$ cat config.mk
export PLATFORM = sky130hd
export DESIGN_NAME = i2s_rx_deser
export DESIGN_NICKNAME = d
export VERILOG_FILES = /design/src/rtl/i2s_rx_deser.sv
export SDC_FILE = /design/constraint.sdc
export NUM_CORES = 1
export LEC_CHECK = 0
export ABC_AREA = 1
export BUFFER_PORTS_ARGS = -buffer_cell sky130_fd_sc_hd__buf_2
export CORE_MARGIN = 2
export CORE_UTILIZATION = 63
export CTS_BUF_LIST = sky130_fd_sc_hd__clkbuf_8
export CTS_CLUSTER_DIAMETER = 150
export DETAILED_ROUTE_END_ITERATION = 12
export PLACE_DENSITY = 0.93
export SLEW_MARGIN = 10
export SYNTH_ARGS = -nofsm -noshare
export SYNTH_HDL_FRONTEND = slang
export SYNTH_SLANG_ARGS = --single-unit
$ cat constraint.sdc
create_clock -name clk -period 3.2 [get_ports clk]
set_input_delay 0.16 -clock clk [delete_from_list [all_inputs] [get_ports clk]]
set_output_delay 0.16 -clock clk [all_outputs]
set_load 0.01 [all_outputs]
$ cat src/rtl/i2s_rx_deser.sv
// I2S receiver: oversamples bclk/lrclk/sdata on clk and deserialises each stereo frame
// into parallel left/right words, strobing sample_valid once per complete L/R pair.
module i2s_rx_deser #(
    parameter int WIDTH = 16
) (
    input  logic             clk,
    input  logic             reset,
    input  logic             bclk,
    input  logic             lrclk,
    input  logic             sdata,
    output logic [WIDTH-1:0] left_sample,
    output logic [WIDTH-1:0] right_sample,
    output logic             sample_valid,
    output logic             frame_err,
    output logic [1:0]       dbg_state
);

    localparam int CW = $clog2(WIDTH + 1);
    localparam logic [CW-1:0] LAST_BIT = CW'(WIDTH - 1);

    typedef enum logic [1:0] {
        IDLE  = 2'd0,
        SHIFT = 2'd1,
        PAD   = 2'd2
    } state_t;

    state_t state, state_nxt;

    logic bclk_m, bclk_s, bclk_d;
    logic lr_m, lr_s, lr_prev;
    logic sd_m, sd_s;
    logic bclk_rise, lr_change;

    logic             channel;
    logic [WIDTH-1:0] shreg;
    logic [WIDTH-1:0] word;
    logic [CW-1:0]    bitcnt;
    logic [WIDTH-1:0] left_hold;
    logic             left_hold_ok;

    logic shift_en, start_word, word_done, err_pulse;

    always_ff @(posedge clk) begin
        if (reset) begin
            bclk_m <= 1'b0;
            bclk_s <= 1'b0;
            bclk_d <= 1'b0;
            lr_m   <= 1'b0;
            lr_s   <= 1'b0;
            sd_m   <= 1'b0;
            sd_s   <= 1'b0;
        end else begin
            bclk_m <= bclk;
            bclk_s <= bclk_m;
            bclk_d <= bclk_s;
            lr_m   <= lrclk;
            lr_s   <= lr_m;
            sd_m   <= sdata;
            sd_s   <= sd_m;
        end
    end

    assign bclk_rise = bclk_s & ~bclk_d;
    assign lr_change = bclk_rise & (lr_s ^ lr_prev);
    assign word      = {shreg[WIDTH-2:0], sd_s};
    assign dbg_state = state;

    always_ff @(posedge clk) begin
        if (reset) state <= IDLE;
        else       state <= state_nxt;
    end

    // With exact-width slots the LSB arrives on the same rise that reveals the new
    // lrclk level, so a change at bitcnt == WIDTH-1 completes the word rather than erroring.
    always_comb begin
        state_nxt  = state;
        shift_en   = 1'b0;
        start_word = 1'b0;
        word_done  = 1'b0;
        err_pulse  = 1'b0;
        case (state)
            IDLE: begin
                if (lr_change) begin
                    start_word = 1'b1;
                    state_nxt  = SHIFT;
                end
            end
            SHIFT: begin
                if (lr_change) begin
                    start_word = 1'b1;
                    if (bitcnt == LAST_BIT) begin
                        shift_en  = 1'b1;
                        word_done = 1'b1;
                    end else begin
                        err_pulse = 1'b1;
                    end
                end else if (bclk_rise) begin
                    shift_en = 1'b1;
                    if (bitcnt == LAST_BIT) begin
                        word_done = 1'b1;
                        state_nxt = PAD;
                    end
                end
            end
            PAD: begin
                if (lr_change) begin
                    start_word = 1'b1;
                    state_nxt  = SHIFT;
                end
            end
            default: state_nxt = IDLE;
        endcase
    end

    // sample_valid is a bare strobe with no back-pressure: the downstream registers
    // must load left_sample/right_sample in the single cycle it is high.
    always_ff @(posedge clk) begin
        if (reset) begin
            lr_prev      <= 1'b0;
            channel      <= 1'b0;
            shreg        <= '0;
            bitcnt       <= '0;
            left_hold    <= '0;
            left_hold_ok <= 1'b0;
            left_sample  <= '0;
            right_sample <= '0;
            sample_valid <= 1'b0;
            frame_err    <= 1'b0;
        end else begin
            sample_valid <= 1'b0;
            frame_err    <= 1'b0;
            if (bclk_rise) lr_prev <= lr_s;
            if (shift_en) begin
                shreg  <= word;
                bitcnt <= bitcnt + CW'(1);
            end
            if (start_word) begin
                bitcnt  <= '0;
                channel <= lr_s;
            end
            if (err_pulse) begin
                frame_err    <= 1'b1;
                left_hold_ok <= 1'b0;
            end
            if (word_done) begin
                if (!channel) begin
                    left_hold    <= word;
                    left_hold_ok <= 1'b1;
                end else if (left_hold_ok) begin
                    left_sample  <= left_hold;
                    right_sample <= word;
                    sample_valid <= 1'b1;
                    left_hold_ok <= 1'b0;
                end
            end
        end
    end

endmodule
==> impl_metrics.csv, run 1 <==
group,metric,value,unit
synth,yosysTopAreaCellShare,0.541,
synth,post_synth_num_cell_types,23,
floorplan,initial_utilization,0.647,
synth,post_synth_inst_count,385,
grt,total_global_routing_overflow,0,
routing,drtIter0Drc,143,
critical_path,critPathCaptureType,"flip-flop",
floorplan,pin_count,41,
routing,totalWireLength,6240,µm
synth,synth.top_cells.by_area,"dfxtp_1 54%, nor2_1 14%, o21ai_0 6.3%",
grt,antenna_violations_before_repair,0,
finish,area_delta_synth_final,12.6,%
cts,clock_tree_from_tritoncts,"yes",
routing,post-route-drc-count,0,
sta,max_slew_margin,0.203,
sta,fin_crit,2.08,ns
cts,post-cts-setup-buffers,0,
grt,grt_pass1_wl,10400,µm
floorplan,die_height,73.4,µm
synth,mappedNetlistNets,392,
critical_path,path_class,"reg -> reg",
cts,htreeDepth,3,
finish,insertedDiodeCount,0,
synth,post-synth-top-area-cell,"dfxtp_1",
floorplan,std_cell_core_area,4690,µm²
cts,clockBufferDepth,2,
power,power.leakage,1.56,nW
finish,fin_util,0.728,
cts,cts_hold_buffers,3,
grt,first_global_vias,2310,
grt,grt_util_all_layers,0.256,
floorplan,design.die.area,5390,µm²
synth,synth_seq_area_share,0.541,
synth,synth_area_per_cell,7.88,µm²
cts,post_cts_resize_count,0,
floorplan,placement_rows,25,
placed_design,port-buffer-count,40,
sta,report.final.setup_viol,0,
run_status,status,"finished clean",
grt,largest_net_degree_at_the_start_of_global_routing,52,
sta,finalSetupTns,0,ns
sta,period_share,0.649,
routing,wl_per_cell,13.1,µm
placed_design,detailedPlacementHpwl,4050,µm
critical_path,setup.worst_path.start_class,"flip-flop",
flow_run,timing.max_cap.violations,0,
critical_path,path_max_fanout,32,
finish,share_of_layout_cells_above_drive_strength_1,0.165,
sta,finalHoldViolations,0,
sta,clock_skew,0.00683,ns
sta,grt_setup_unrepaired,"no",
sta,timing.final.max_slew_violations,0,
sta,max_freq,481,MHz
power,irDropWorstVdd,0.000396,V
routing,dr_total_vias,2605,
sta,worst-slew-pin-transition,1.19,ns
finish,final_net_count,427,
sta,fin_hold_ws,0.248,ns
synth,yosys_warnings,0,
cts,worst_skew_pair.late_latency,0.36,ns
placed_design,place_congestion,0.843,
cts,cts_made_buffers,9,
floorplan,die_x,73.4,µm
hold_path,min_path_type,"in -> reg",
finish,fill_cells,353,
routing,initial_drt_pass_iterations,4,
critical_path,worst-endpoint-required,3.49,ns
cts,clockRootBuffer,"clkbuf_8",
cts,tritoncts_num_sinks,82,
cts,clock_pin_slew_on_the_worst_setup_and_hold_paths,0.08,ns
synth,syn_area,3040,µm²
routing,post_drt_via_cell_ratio,5.45,
critical_path,arrival,2.37,ns
synth,synth-seq-cells,82,
routing,ant_nets,0,
power,power_density,520,nW/µm²
==> cell families (layout without fill, tap and decap cells) <==
logic type,count (synthesis),count (layout),share of synthesized area
DFF,82,82,0.541
and+or+nand+nor,180,180,0.255
xor gates and xnor gates,1,1,0.00289
buffers and inverters,44,83,0.0672
adders and majority gates,2,2,0.00824
AOI/OAI and AO/OA,76,76,0.126
==> path summary, 6_finish.rpt <==
kind	startpoint	to	slack, ns	cells past startpoint
hold / removal	reset	sd_s	0.25	2
setup / recovery	bitcnt[0]	right_sample[8]	1.12	11
setup reg to reg	bitcnt[0]	right_sample[8]	1.12	11
hold reg to reg	lr_m	lr_s	0.41	2
==> report_power, final <==
part           switching, mW  internal [mW]  leakage, nW
logic                 0.0284         0.0132        0.791
clock network          0.340          0.369        0.105
registers            0.00315           1.02        0.662
==> area by class of cell <==
class,count,area (µm²),area share
Sequential cell,82,1640,0.480
Clock inverter,5,47.5,0.0139
Tap cell,54,67.6,0.0198
Clock buffer,10,138,0.0403
Multi-Input combinational cell,259,1190,0.348
Inverter,23,87.6,0.0256
Timing Repair Buffer,45,245,0.0718
==> cell usage after synthesis <==
library cell,number
nand2_2,2
o21ai_0,38
inv_2,4
dfxtp_1,82
buf_4,6
inv_1,18
clkbuf_1,6
o21ai_1,13
nand2_4,2
buf_1,2
ha_1,2
clkinv_2,1
buf_6,1
nand3_1,21
xor2_1,1
a211oi_1,1
nand2_1,34
nor2_4,5
nand4_1,2
a21oi_1,24
nand4_2,1
nor2_1,113
buf_2,6
==> worst max-delay path: stages, from the launching register on <==
cell and delay, ns:
dfxtp_1 0.40, ha_1 0.20, nand2_1 0.06, nor2_1 0.12
ha_1 0.21, inv_1 0.09, nor2_1 0.11, nand2_1 0.10
nor2_4 0.11, buf_4 0.29, o21ai_0 0.14, nor2_1 0.17
==> registers in the layout, indices dropped and copies added, names as in the netlist, 2 cells and up <==
name	count
dbg_state	2
left_sample	16
shreg	15
bitcnt	5
right_sample	16
left_hold	16
==> metrics by stage <==
stage / worst slack, ns / instances / total power, mW / area, µm²
after floorplan: 1.50 / 385 / 1.08 / 3040
after global placement: 1.20 / 460 / 1.09 / 3200
after detailed placement: 1.12 / 460 / 1.09 / 3200
after CTS: 1.14 / 478 / 1.79 / 3420
after global routing: 0.918 / 478 / 1.84 / 3420
final: 1.12 / 478 / 1.78 / 3420
==> routing by layer <==
| layer | track usage | wire [µm] |
|---|---|---|
| met2 | 0.405 | 2990 |
| met4 | 0.119 | 192 |
| met5 | 0 | 0 |
| met1 | 0.309 | 2650 |
| met3 | 0.0974 | 408 |
==> cell usage in the layout (no fill, tap or decap) <==
cell type,instances
o21ai_1,13
xor2_1,1
dlygate4sd3_1,3
nand2_4,2
buf_4,2
a21oi_1,24
a211oi_1,1
clkinv_2,3
nor2_4,5
nand4_2,1
nand4_1,2
nand2_1,34
nand3_1,21
dfxtp_1,82
buf_2,40
inv_2,4
clkbuf_8,10
bufinv_16,1
nor2_1,113
ha_1,2
nand2_2,2
inv_1,20
o21ai_0,38
No activity file was read; power rests on OpenSTA's default activity.
==> run 2: changes to the inputs <==
CORE_UTILIZATION = 53   (was 63)
PLACE_DENSITY = 0.84   (was 0.93)
clock period = 1.68 ns   (was 3.2 ns; I/O delays follow)
==> run 2 against run 1 <==
  * The flow now finishes with violations (negative setup slack)
  * Hold slack lost 0.072 ns
  * Count of clock-buffer cells in the layout shrank 1
  * Via count rose by 16%
  * Register-to-register slack worse by 1.4 ns
  * Maximum frequency rose by 8.9%
  * Final cell count increased by 11%
  * Power increased by 110%
  * Clock skew rose by 0.0056 ns
  * Cell area increased by 21%
  * Non-clock buffer count up 32
  * Utilization is 2.5 points higher
  * Wire length rose by 41%
  * Critical endpoint is now left_sample[0]
  * Largest power group unchanged
==> impl_metrics.csv, run 2 (synthesized netlist as in run 1, its figures left out) <==
group,metric,value,unit
critical_path,worstRegToRegCells,12,
critical_path,arrival,2.20,ns
critical_path,path_max_fanout,10,
finish,insertedDiodeCount,0,
finish,most-common-layout-cells,"88 x nor2_1, 80 x dfxtp_1, 40 x buf_2",
sta,clock_skew,0.0124,ns
grt,grt_util_all_layers,0.247,
floorplan,die_x,79.7,µm
sta,report.final.setup_viol,68,
finish,most_common_library_cell_in_the_layout_ignoring_fill_and_taps,"nor2_1",
critical_path,path_class,"reg -> reg",
sta,period_share,1.14,
placed_design,placed_cells,496,
cts,tritoncts_num_sinks,82,
grt,grt_pass1_wl,12000,µm
power,irDropWorstVdd,0.000621,V
placed_design,detailedPlacementHpwl,4330,µm
finish,final_net_count,463,
critical_path,critPathCaptureType,"flip-flop",
cts,cts_made_buffers,9,
cts,clock_tree_from_tritoncts,"yes",
sta,grt_setup_unrepaired,"yes",
routing,totalWireLength,8790,µm
finish,share_of_layout_cells_above_drive_strength_1,0.393,
floorplan,pin_count,41,
critical_path,worstSetupStartpoint,"bitcnt[1]",
sta,timing.final.max_slew_violations,0,
finish,area_delta_synth_final,36.7,%
sta,max_freq,524,MHz
floorplan,initial_utilization,0.551,
hold_path,min_delay_path_depth,4,
run_status,failing_checks,"negative setup slack",
cts,clockRootBuffer,"clkbuf_8",
sta,max_slew_margin,0.628,
floorplan,std_cell_core_area,5510,µm²
routing,dr_total_vias,3034,
run_status,status,"finished with violations",
cts,worst_skew_pair.late_latency,0.36,ns
grt,largest_net_degree_at_the_start_of_global_routing,34,
cts,clockBufferDepth,2,
sta,setup_slack,-0.229,ns
flow_run,timing.max_cap.violations,0,
cts,clock_pin_slew_on_the_worst_setup_and_hold_paths,0.09,ns
hold_path,min_path_type,"in -> reg",
cts,htreeDepth,3,
grt,first_global_vias,2571,
floorplan,placement_rows,27,
finish,final_cell_count_no_fill,532,
floorplan,design.die.area,6350,µm²
sta,worst-slew-pin-transition,0.554,ns
hold_path,worstHoldStart,"reset",
power,power_density,880,nW/µm²
sta,finalHoldViolations,0,
power,power.leakage,1.77,nW
floorplan,die_height,79.7,µm
finish,reg.largest.list,"left_hold x16, left_sample x16, right_sample x16",
routing,post_drt_via_cell_ratio,5.70,
placed_design,placement.cell_area,3380,µm²
grt,total_global_routing_overflow,0,
routing,drtIter0Drc,412,
finish,final_design_area_no_fill,4150,µm²
routing,wl_per_cell,16.5,µm
sta,fin_crit,1.91,ns
routing,post-route-drc-count,0,
grt,antenna_violations_before_repair,0,
critical_path,worst-endpoint-required,1.98,ns
critical_path,r2r_start,"bitcnt[1]",
routing,initial_drt_pass_iterations,5,
critical_path,setup.worst_path.start_class,"flip-flop",
placed_design,place_congestion,0.826,
routing,ant_nets,0,
placed_design,port-buffer-count,40,
run 2: metal layers:
| metal | global-route usage | wire length (µm) | vias to the layer above |
|---|---|---|---|
| met3 | 0.0633 | 733 | 66 |
| met2 | 0.397 | 4120 | 196 |
| met5 | 0 | 0 | - |
| li1 | - | - | 1385 |
| met1 | 0.310 | 3450 | 1387 |
| met4 | 0.117 | 485 | 0 |
run 2: worst max-delay path: stages, from the launching register on:
cell	delay, ns
dfxtp_2	0.36
ha_4	0.13
nand2_1	0.05
nor2_1	0.12
ha_2	0.22
inv_2	0.05
nor2_4	0.08
nand2_2	0.08
nor2_4	0.21
buf_6	0.14
buf_8	0.12
o21ai_1	0.10
nor2_1	0.16
run 2: through the flow:
step                      utilization  power (mW)  hold WS, ns  setup slack [ns]  setup TNS [ns]
after floorplan                     -        2.06        0.191            0.0162               0
after global placement          0.613        2.08        0.286           -0.0608          -0.435
after detailed placement        0.613        2.08        0.295            -0.133           -3.40
after CTS                       0.697        3.61        0.169           -0.0592           -2.06
after global routing            0.753        3.74        0.228            -0.274          -12.60
final                           0.753        3.65        0.176            -0.229           -8.62
run 2: power by group:
| group | switching [mW] | internal, mW | leakage (nW) |
|---|---|---|---|
| sequential | 0.00656 | 1.95 | 0.663 |
| clock | 0.740 | 0.836 | 0.106 |
| combinational | 0.0767 | 0.0392 | 1.01 |
| total | 0.824 | 2.83 | 1.77 |
run 2: cell type report:
| type | instances | area (µm²) |
|---|---|---|
| clock buffer | 9 | 124 |
| clock inverter | 6 | 90.1 |
| fill | 341 | 1360 |
| inverter | 23 | 106 |
| multi-input combinational | 263 | 1500 |
| sequential | 82 | 1640 |
| tap | 72 | 90.1 |
| timing repair buffer | 77 | 591 |
run 2: repair_timing:
item                                   CTS  global route
endpoints found under the hold margin    3             0
setup endpoints to repair               62            70
hold buffers                             3             0
buffers inserted                         8             4
pin swaps                               18            31
gates resized for setup                 46            73
cloned                                   2             5
run 2: final timing paths:
kind | endpoint | slack (ns)
max | left_sample[0] | -0.23
min reg2reg | bclk_s | 0.41
max reg2reg | left_sample[0] | -0.23
min | right_sample[0] | 0.18
==> run 3: changes to the inputs <==
CORE_ASPECT_RATIO = 1.1   (was default)
==> run 3 against run 2 <==
  * Cell area is 1.6% lower
  * First-iteration DRC count is 49% lower
  * Critical path type unchanged
  * Sequential share of layout area is 0.63 points higher
  * Wire length is 3.3% lower
  * The run still ends with negative setup slack left
==> impl_metrics.csv, run 3 (synthesized netlist as in run 1, its figures left out) <==
group,metric,value,unit
placed_design,port-buffer-count,40,
power,power_density,871,nW/µm²
finish,share_of_layout_cells_above_drive_strength_1,0.322,
grt,largest_net_degree_at_the_start_of_global_routing,52,
run_status,status,"finished with violations",
sta,clock_skew,0.0107,ns
routing,post_drt_via_cell_ratio,5.40,
routing,totalWireLength,8490,µm
grt,first_global_vias,2598,
sta,grt_setup_unrepaired,"yes",
cts,clock_tree_from_tritoncts,"yes",
power,power.combinational.fraction,0.029,
grt,grt_util_all_layers,0.229,
floorplan,die_x,76.2,µm
grt,total_global_routing_overflow,0,
critical_path,path_max_fanout,5,
sta,period_share,1.11,
sta,finalHoldViolations,0,
critical_path,setup.worst_path.start_class,"flip-flop",
hold_path,min_path_type,"in -> reg",
sta,report.final.setup_viol,67,
floorplan,initial_utilization,0.555,
critical_path,path_cells,"ha_4 -> nand2_2 -> nor2_2 -> ha_2 -> inv_2 -> buf_4 -> nand4_2 -> nand2_4 -> nand2_1 -> a21oi_1",
floorplan,placement_rows,28,
floorplan,std_cell_core_area,5470,µm²
floorplan,pin_count,41,
flow_run,timing.max_cap.violations,0,
cts,htreeDepth,3,
finish,insertedDiodeCount,0,
power,p_int,2.73,mW
critical_path,path_class,"reg -> reg",
critical_path,arrival,2.14,ns
routing,drtIter0Drc,211,
cts,tritoncts_num_sinks,82,
grt,grt_pass1_wl,11600,µm
power,irDropWorstVdd,0.000764,V
power,p_sw_frac,0.233,
routing,ant_nets,0,
placed_design,detailedPlacementHpwl,4270,µm
sta,timing.final.max_slew_violations,0,
sta,max_slew_margin,0.523,
finish,most_common_library_cell_in_the_layout_ignoring_fill_and_taps,"nor2_1",
grt,antenna_violations_before_repair,0,
cts,clockRootBuffer,"clkbuf_8",
finish,area_delta_synth_final,34.5,%
sta,setup_slack,-0.191,ns
cts,worst_skew_pair.late_latency,0.36,ns
cts,cts_made_buffers,9,
routing,initial_drt_pass_iterations,5,
finish,fin_util,0.747,
critical_path,cp_slowest_cell,"dfxtp_2",
sta,worst-slew-pin-transition,0.708,ns
routing,post-route-drc-count,0,
placed_design,place_congestion,0.791,
sta,fin_hold_ws,0.218,ns
critical_path,worst-endpoint-required,1.94,ns
sta,max_freq,534,MHz
routing,wl_per_cell,15.9,µm
finish,final_net_count,462,
power,share_seq_of_total_power,0.550,
critical_path,critPathCaptureType,"flip-flop",
finish,reg.largest.list,"left_hold x16, left_sample x16, right_sample x16",
critical_path,critPathMaxStageDelay,0.34,ns
cts,clock_pin_slew_on_the_worst_setup_and_hold_paths,0.09,ns
finish,fill_cells,397,
power,power.share.clock,0.421,
run_status,failing_checks,"negative setup slack",
sta,fin_crit,1.87,ns
floorplan,die_height,83.4,µm
cts,clockBufferDepth,2,
power,switchingPower,829,µW
routing,dr_total_vias,2888,
power,power.leakage,1.77,nW
placed_design,post-place-ws,-0.149,ns
floorplan,design.die.area,6350,µm²
finish,most-common-layout-cells,"101 x nor2_1, 80 x dfxtp_1, 40 x buf_2",
-- run 3: cell types whose count changed in the layout (fill, tap and decap cells not counted), moves of 3 or more --
cell and change:
buf_12 +4, buf_4 -4, buf_6 -3, nand2_1 +6, nand2_2 -5, nand3_1 -6, nand3_2 +5, nor2_1 +13
nor2_2 -13, o21ai_0 +9, o21ai_1 +11, o21ai_2 -19
-- run 3: stage by stage --
stage / power, mW / instance area (µm²) / TNS (ns) / std cells
detailed placement: 2.08 / 3370 / -3.15 / 494
global route: 3.65 / 4080 / -12.04 / 535
finish: 3.56 / 4080 / -6.49 / 535
CTS: 3.54 / 3730 / -0.935 / 520
floorplan: 2.06 / 3050 / 0 / 385
global placement: 2.08 / 3370 / -1.05 / 494
-- run 3: area by class of cell --
class	count	area [µm²]	share of cell area
tap	75	93.8	0.0230
clock buffer	10	138	0.0337
multi-input combinational	264	1410	0.345
timing repair buffer	75	619	0.152
inverter	23	106	0.0260
clock inverter	6	73.8	0.0181
sequential	82	1640	0.403
-- run 3: repair_timing --
| item | CTS | global route |
|---|---|---|
| setup endpoints to repair | 36 | 69 |
| hold buffers | 3 | 0 |
| endpoints found under the hold margin | 3 | 0 |
| cloned | 2 | 8 |
| buffers inserted | 5 | 8 |
| gates resized for setup | 22 | 59 |
| pin swaps | 8 | 17 |
-- run 3: power by group through the flow --
stage	Sequential (mW)	Combinational (mW)	Clock, mW
6_report	1.96	0.102	1.50
3_3_place_gp	2.00	0.0750	0
4_1_cts	1.96	0.0849	1.50
5_1_grt	1.96	0.110	1.58
3_5_place_dp	2.00	0.0780	0
2_1_floorplan	2.00	0.0571	0
-- run 3: worst paths after layout --
| path | start | end | slack [ns] | depth (start not counted) |
|---|---|---|---|---|
| worst min-delay path | reset | sd_m | 0.22 | 3 |
| worst max register to register | bitcnt[1] | shreg[10] | -0.19 | 10 |
| worst max-delay path | bitcnt[1] | shreg[10] | -0.19 | 10 |
| worst min register to register | bclk_m | bclk_s | 0.41 | 2 |
-- run 3: worst max-delay path: cells and delay by family (launching register included) --
kind / cells / cell delay [ns]
fa+ha+maj: 2 / 0.34
compound gates: 1 / 0.22
buf+inv: 2 / 0.21
simple gates: 5 / 0.66
flops: 1 / 0.34
-- run 3: layer usage --
metal,vias up,GRT usage,share of wire
met5,-,0,0
met4,0,0.127,0.052
met3,36,0.0337,0.061
met2,146,0.402,0.51
met1,1326,0.268,0.37
li1,1380,-,-
